**src/rtl/gemm_scheduler_if.sv**
```systemverilog
// Upstream beat channel into gemm_scheduler: valid/ready handshake plus mode, tag, last and lanes.
interface gemm_scheduler_if #(
  parameter int unsigned FORMAT_WIDTH = 9,
  parameter int unsigned TAG_WIDTH    = 4
);
  logic                      in_valid;
  logic                      in_ready;
  logic                      in_mode;
  logic                      in_last;
  logic [TAG_WIDTH-1:0]      in_tag;
  logic [4*FORMAT_WIDTH-1:0] in_real;
  logic [4*FORMAT_WIDTH-1:0] in_imag;

  modport master (
    output in_valid,
    output in_mode,
    output in_last,
    output in_tag,
    output in_real,
    output in_imag,
    input  in_ready
  );

  modport slave (
    input  in_valid,
    input  in_mode,
    input  in_last,
    input  in_tag,
    input  in_real,
    input  in_imag,
    output in_ready
  );
endinterface

```
**src/rtl/gemm_scheduler.sv**
```systemverilog
// Issue controller for the 4-point complex GEMM datapath: mode-switch hold-off and result tracking.
// Optional performance counters are enabled by defining GEMM_SCHED_PERF_EN.
module gemm_scheduler #(
  parameter int unsigned FORMAT_WIDTH = 9,
  parameter int unsigned LATENCY      = 4,
  parameter int unsigned MODE_HOLD    = 2,
  parameter int unsigned TAG_WIDTH    = 4
) (
  input  logic                      clk,
  input  logic                      rst,
  gemm_scheduler_if.slave           up,
  output logic [4*FORMAT_WIDTH-1:0] gemm_real,
  output logic [4*FORMAT_WIDTH-1:0] gemm_imag,
  output logic                      gemm_control,
  input  logic [4*FORMAT_WIDTH-1:0] gemm_out_real,
  input  logic [4*FORMAT_WIDTH-1:0] gemm_out_imag,
  output logic                      out_valid,
  output logic [4*FORMAT_WIDTH-1:0] out_real,
  output logic [4*FORMAT_WIDTH-1:0] out_imag,
  output logic [TAG_WIDTH-1:0]      out_tag,
  output logic                      job_done,
`ifdef GEMM_SCHED_PERF_EN
  output logic [31:0]               perf_issue,
  output logic [31:0]               perf_switch,
  output logic [31:0]               perf_stall,
`endif
  output logic                      busy
);

  localparam int unsigned HoldW = $clog2(MODE_HOLD + 2);

  typedef enum logic [1:0] {
    StIdle,
    StRun,
    StSwitch
  } state_e;

  state_e               r_state;
  logic                 r_cur_mode;
  logic [HoldW-1:0]     r_hold_cnt;
  logic [LATENCY-1:0]   r_pipe_valid;
  logic [LATENCY-1:0]   r_pipe_last;
  logic [TAG_WIDTH-1:0] r_pipe_tag [LATENCY];

  logic w_mode_match;
  logic w_accept;
  logic w_pipe_busy;
  logic w_hold_done;
  logic w_switch_enter;

  assign w_mode_match = (up.in_mode == r_cur_mode);
  // rst gates ready so nothing is accepted while reset is held.
  assign w_accept     = rst & up.in_valid & w_mode_match & (r_state != StSwitch);
  assign w_pipe_busy  = |r_pipe_valid;
  // The counter expires on this edge, so the new mode lands after the hold window.
  assign w_hold_done  = (r_hold_cnt <= HoldW'(1));
  assign w_switch_enter = (r_state != StSwitch) & up.in_valid & ~w_mode_match;

  assign up.in_ready   = w_accept;
  assign gemm_real     = w_accept ? up.in_real : '0;
  assign gemm_imag     = w_accept ? up.in_imag : '0;
  assign gemm_control  = r_cur_mode;

  assign out_valid = r_pipe_valid[LATENCY-1];
  assign out_tag   = r_pipe_tag[LATENCY-1];
  assign job_done  = r_pipe_valid[LATENCY-1] & r_pipe_last[LATENCY-1];
  assign out_real  = gemm_out_real;
  assign out_imag  = gemm_out_imag;
  assign busy      = w_pipe_busy | (r_state == StSwitch);

  always_ff @(posedge clk or negedge rst) begin
    if (!rst) begin
      r_state      <= StIdle;
      r_cur_mode   <= 1'b0;
      r_hold_cnt   <= '0;
      r_pipe_valid <= '0;
      r_pipe_last  <= '0;
      for (int i = 0; i < int'(LATENCY); i++) begin
        r_pipe_tag[i] <= '0;
      end
    end else begin
      if (w_accept) begin
        r_hold_cnt <= HoldW'(MODE_HOLD);
      end else if (r_hold_cnt != '0) begin
        r_hold_cnt <= r_hold_cnt - HoldW'(1);
      end

      for (int i = int'(LATENCY) - 1; i > 0; i--) begin
        r_pipe_valid[i] <= r_pipe_valid[i-1];
        r_pipe_last[i]  <= r_pipe_last[i-1];
        r_pipe_tag[i]   <= r_pipe_tag[i-1];
      end
      r_pipe_valid[0] <= w_accept;
      r_pipe_last[0]  <= w_accept & up.in_last;
      r_pipe_tag[0]   <= w_accept ? up.in_tag : '0;

      case (r_state)
        StIdle, StRun: begin
          if (w_switch_enter) begin
            r_state <= StSwitch;
          end else if (w_accept) begin
            r_state <= StRun;
          end else if (!up.in_valid && !w_pipe_busy) begin
            r_state <= StIdle;
          end
        end
        StSwitch: begin
          if (!up.in_valid) begin
            r_state <= w_pipe_busy ? StRun : StIdle;
          end else if (w_hold_done) begin
            r_cur_mode <= up.in_mode;
            r_state    <= StRun;
          end
        end
        default: r_state <= StIdle;
      endcase
    end
  end

`ifdef GEMM_SCHED_PERF_EN
  always_ff @(posedge clk or negedge rst) begin
    if (!rst) begin
      perf_issue  <= '0;
      perf_switch <= '0;
      perf_stall  <= '0;
    end else begin
      if (w_accept) begin
        perf_issue <= perf_issue + 32'd1;
      end
      if (w_switch_enter) begin
        perf_switch <= perf_switch + 32'd1;
      end
      if (up.in_valid && !w_accept) begin
        perf_stall <= perf_stall + 32'd1;
      end
    end
  end
`endif

endmodule

```
**src/flat_wrapper.sv**
```systemverilog
// flat-port wrapper written by rule: the top's interface ports become plain ports
module gemm_scheduler_flat 
#(
  parameter int unsigned FORMAT_WIDTH = 9,
  parameter int unsigned LATENCY      = 4,
  parameter int unsigned MODE_HOLD    = 2,
  parameter int unsigned TAG_WIDTH    = 4
)
  (clk, rst, gemm_real, gemm_imag, gemm_control, gemm_out_real, gemm_out_imag, out_valid, out_real, out_imag, out_tag, job_done, busy, up_in_valid, up_in_mode, up_in_last, up_in_tag, up_in_real, up_in_imag, up_in_ready);
  gemm_scheduler_if #(.FORMAT_WIDTH(FORMAT_WIDTH), .TAG_WIDTH(TAG_WIDTH)) up_i ();
  input  logic clk;
  input  logic rst;
  output logic [4*FORMAT_WIDTH-1:0] gemm_real;
  output logic [4*FORMAT_WIDTH-1:0] gemm_imag;
  output logic gemm_control;
  input  logic [4*FORMAT_WIDTH-1:0] gemm_out_real;
  input  logic [4*FORMAT_WIDTH-1:0] gemm_out_imag;
  output logic out_valid;
  output logic [4*FORMAT_WIDTH-1:0] out_real;
  output logic [4*FORMAT_WIDTH-1:0] out_imag;
  output logic [TAG_WIDTH-1:0] out_tag;
  output logic job_done;
  output logic busy;
  input wire logic [$bits(up_i.in_valid)-1:0] up_in_valid;
  input wire logic [$bits(up_i.in_mode)-1:0] up_in_mode;
  input wire logic [$bits(up_i.in_last)-1:0] up_in_last;
  input wire logic [$bits(up_i.in_tag)-1:0] up_in_tag;
  input wire logic [$bits(up_i.in_real)-1:0] up_in_real;
  input wire logic [$bits(up_i.in_imag)-1:0] up_in_imag;
  output wire logic [$bits(up_i.in_ready)-1:0] up_in_ready;
  assign up_i.in_valid = up_in_valid;
  assign up_i.in_mode = up_in_mode;
  assign up_i.in_last = up_in_last;
  assign up_i.in_tag = up_in_tag;
  assign up_i.in_real = up_in_real;
  assign up_i.in_imag = up_in_imag;
  assign up_in_ready = up_i.in_ready;
  gemm_scheduler #(.FORMAT_WIDTH(FORMAT_WIDTH), .LATENCY(LATENCY), .MODE_HOLD(MODE_HOLD), .TAG_WIDTH(TAG_WIDTH)) u_core (.clk(clk), .rst(rst), .up(up_i), .gemm_real(gemm_real), .gemm_imag(gemm_imag), .gemm_control(gemm_control), .gemm_out_real(gemm_out_real), .gemm_out_imag(gemm_out_imag), .out_valid(out_valid), .out_real(out_real), .out_imag(out_imag), .out_tag(out_tag), .job_done(job_done), .busy(busy));
endmodule
```
**config.mk**
```make
export PLATFORM = sky130hd
export DESIGN_NAME = gemm_scheduler_flat
export DESIGN_NICKNAME = d
export VERILOG_FILES = /design/src/rtl/gemm_scheduler_if.sv /design/src/rtl/gemm_scheduler.sv /design/src/flat_wrapper.sv
export SDC_FILE = /design/constraint.sdc
export NUM_CORES = 1
export LEC_CHECK = 0
export ABC_AREA = 1
export BUFFER_PORTS_ARGS = -buffer_cell sky130_fd_sc_hd__buf_2
export CAP_MARGIN = 20
export CELL_PAD_IN_SITES_DETAIL_PLACEMENT = 1
export CELL_PAD_IN_SITES_GLOBAL_PLACEMENT = 1
export CORE_AREA = 2 2 117 119
export CTS_CLUSTER_SIZE = 8
export DETAILED_ROUTE_END_ITERATION = 7
export DIE_AREA = 0 0 119 121
export PLACE_DENSITY_LB_ADDON = 0.1
export SLEW_MARGIN = 20
export SYNTH_ARGS = -nofsm -noshare
export SYNTH_HDL_FRONTEND = slang
export SYNTH_SLANG_ARGS = --single-unit
```
**constraint.sdc**
```tcl
create_clock -name clk -period 1.3 [get_ports clk]
set_input_delay 0.065 -clock clk [delete_from_list [all_inputs] [get_ports clk]]
set_output_delay 0.065 -clock clk [all_outputs]
set_load 0.005 [all_outputs]
```
==> impl_metrics.py <==
metrics = {
    "place": {
        "place_inst": 575,
        "hpwlAfterDp_um": 5550,
        "port_buffers": 161,
        "globalplace.congestion": 0.686,
        "dpl_cell_area_um2": 2670,
        "pre_cts_slack_ns": -0.0563,
    },
    "yosys": {
        "synth_area_leaders": "dfrtp_1, buf_4, inv_1, nor2_1, nand2_1",
        "synth.yosys.warnings": 0,
        "synth_top_cell_by_area": "dfrtp_1",
        "yosys-top-cells-count": "inv_1, buf_4, nor2_1",
        "synth.most_common_cell": "inv_1",
        "synth-seq-area-share_pct": 33.2,
        "post_synth.cell_area_avg_um2": 6.90,
        "netlist_area_um2": 2190,
        "syn-num-nets": 472,
        "synth_cells": 317,
        "ys_ff_latch": 29,
        "synth_edf_count": 0,
        "yosys.area.top_type_share_pct": 33.2,
        "synthArstFlopShare_pct": 100,
        "synth-main-ff-cell": "dfrtp_1",
        "yosysUniqueCellTypes": 16,
    },
    "setup_path": {
        "path_class": "reg -> out",
        "cp.required_ns": 1.24,
        "crit_path_start_kind": "flip-flop",
        "crit_fanout": 9,
        "startpoint": "u_core.gemm_control",
        "reg2reg_from": "u_core.r_state[0]",
        "r2r_slack_ns": 0.10,
        "critPathCaptureType": "output port",
        "crit_arrival_ns": 1.49,
    },
    "power": {
        "total_power_mw": 4.02,
        "p_leak_nw": 2.17,
        "ir_drop_mv": 0.549,
        "p_per_area_nw_per_um2": 1190,
    },
    "detailed_routing": {
        "drc": 0,
        "antenna_left": 0,
        "drt-pass1-iter-count": 2,
        "first_iter_violations": 61,
        "drt-total-wl_um": 7410,
        "wl_per_cell_um": 12.3,
        "vias_per_cell": 3.46,
        "via_count": 2077,
    },
    "floorplan": {
        "core-area_um2": 13100,
        "row_count": 42,
        "start_util_pct": 16.7,
        "fp.dieH_um": 121,
        "io_pins": 306,
        "die_width_um": 119,
        "dieArea_um2": 14400,
    },
    "global_routing": {
        "grt_pass1_wl_um": 10800,
        "track_usage_pct": 9.42,
        "grt_pass1_vias": 2155,
        "grt_overflow": 0,
        "antenna_found_initial": 0,
        "grt_max_degree": 30,
    },
    "layout": {
        "drive_above_1_share_pct": 58.5,
        "final_nets": 578,
        "post_layout_nonfiller_instances": 600,
        "fin_area_um2": 3370,
        "antenna_cells": 0,
        "final_core_utilization_pct": 25.8,
        "area_delta_synth_final_pct": 54.2,
    },
    "sta": {
        "drv_slew": 0,
        "hold_viol_final": 0,
        "worstMarginPinSlew_ns": 0.370,
        "slew_headroom_pct": 75.3,
        "post-route-period-util_pct": 119,
        "layout_setup_ws_ns": -0.250,
        "skew_ns": 0.00363,
        "setup_viol": 73,
        "rsz0062_at_grt": "true",
        "fmax_mhz": 645,
        "period_needed_ns": 1.55,
    },
    "outcome": {
        "run_status": "complete, but fails checks",
        "violations": "negative setup slack",
    },
    "worst_hold_path": {
        "hp-start": "up_in_last",
        "hp-class": "in -> reg",
    },
    "cts": {
        "root_buffer": "clkbuf_16",
        "htreeDepth": 2,
        "cts_buffers": 5,
        "cts_tree": "built",
        "insertion_delay_ns": 0.27,
        "clock_sinks": 29,
        "clk_pin_slew_ns": 0.05,
        "clock_path_buffers": 2,
    },
    "flow_run": {
        "cap_violations": 0,
    },
}
==> power breakdown <==
part / leakage (nW) / switching (mW) / total [mW] / internal [mW]
sequential: 0.393 / 0.0797 / 1.12 / 1.04
combinational: 1.69 / 0.786 / 1.55 / 0.764
clock: 0.0831 / 0.393 / 1.35 / 0.954
==> routing by layer <==
metal  global-route usage, %  wire length (um)
met2                    16.2              3790
met3                    3.71               669
met1                    10.1              2750
met4                    4.54               203
met5                       0                 0
==> cells by family (layout without fill, tap and decap cells) <==
| family | after synthesis | in the layout | share of synthesized area (%) |
|---|---|---|---|
| compound gates | 4 | 4 | 1.14 |
| xor+xnor | 1 | 1 | 0.400 |
| fa+ha+maj | 2 | 2 | 1.14 |
| buf+inv | 174 | 281 | 43.9 |
| flops | 29 | 29 | 33.2 |
| simple gates | 107 | 107 | 20.2 |
==> state kept, by name, summed over array words and instances, names as in the netlist <==
signal and flops:
u_core.gemm_control 1, u_core.out_tag 4, u_core.r_hold_cnt 2, u_core.r_pipe_last 4, u_core.r_pipe_tag 12, u_core.r_pipe_valid 4
u_core.r_state 2
==> cell usage in the layout, fill, tap and decap left out, types with 5 or more instances in the layout <==
cell             n
buf_2          156
inv_1           87
nor2_2          40
dfrtp_1         29
nor2_1          26
nand2_1         16
nor2_4          15
clkbuf_16        9
dlygate4sd3_1    5
buf_6            5
buf_4            5
==> final cells by class <==
| class | instances | area, um^2 |
|---|---|---|
| Clock buffer | 6 | 139 |
| Timing Repair Buffer | 183 | 1200 |
| Multi-Input combinational cell | 114 | 709 |
| Tap cell | 176 | 220 |
| Inverter | 90 | 340 |
| Clock inverter | 2 | 37.5 |
| Sequential cell | 29 | 726 |
| Fill cell | 1596 | 9710 |
==> per-stage QoR <==
step                      hold WS, ns  TNS, ns
after floorplan                -0.231        0
after CTS                     0.00180   -19.75
after global placement          0.130   -0.116
after global routing           0.0193   -22.22
after detailed placement        0.130   -0.133
final                         0.00211   -16.00
==> worst max-delay path, cell delays in order, from the launching register on <==
cell and delay [ns]:
dfrtp_1 0.40, inv_2 0.07, nand2_2 0.06, nand2_4 0.07, nand3_4 0.08, buf_12 0.16
clkbuf_16 0.17, nor2_1 0.08, buf_2 0.12
==> timing repair <==
action / 4_1_cts / 5_1_grt
hold endpoints to repair: 33 / 0
cloned: 3 / 4
buffers inserted: 4 / 1
resized for setup: 28 / 49
pin swaps: 2 / 3
endpoints found under the setup margin: 73 / 75
hold buffers: 5 / 0
==> path summary, 6_finish.rpt <==
check                      depth (start not counted)               endpoint
setup / recovery                                   8           gemm_imag[5]
hold / removal                                     3  u_core.r_pipe_last[0]
setup reg to reg                                   6   u_core.r_hold_cnt[1]
hold reg to reg                                    0      u_core.out_tag[2]
max in group asynchronous                          3      u_core.out_tag[3]
min in group asynchronous                          3  u_core.r_pipe_tag[15]
Note: power is estimated with default switching activity, not from simulation.
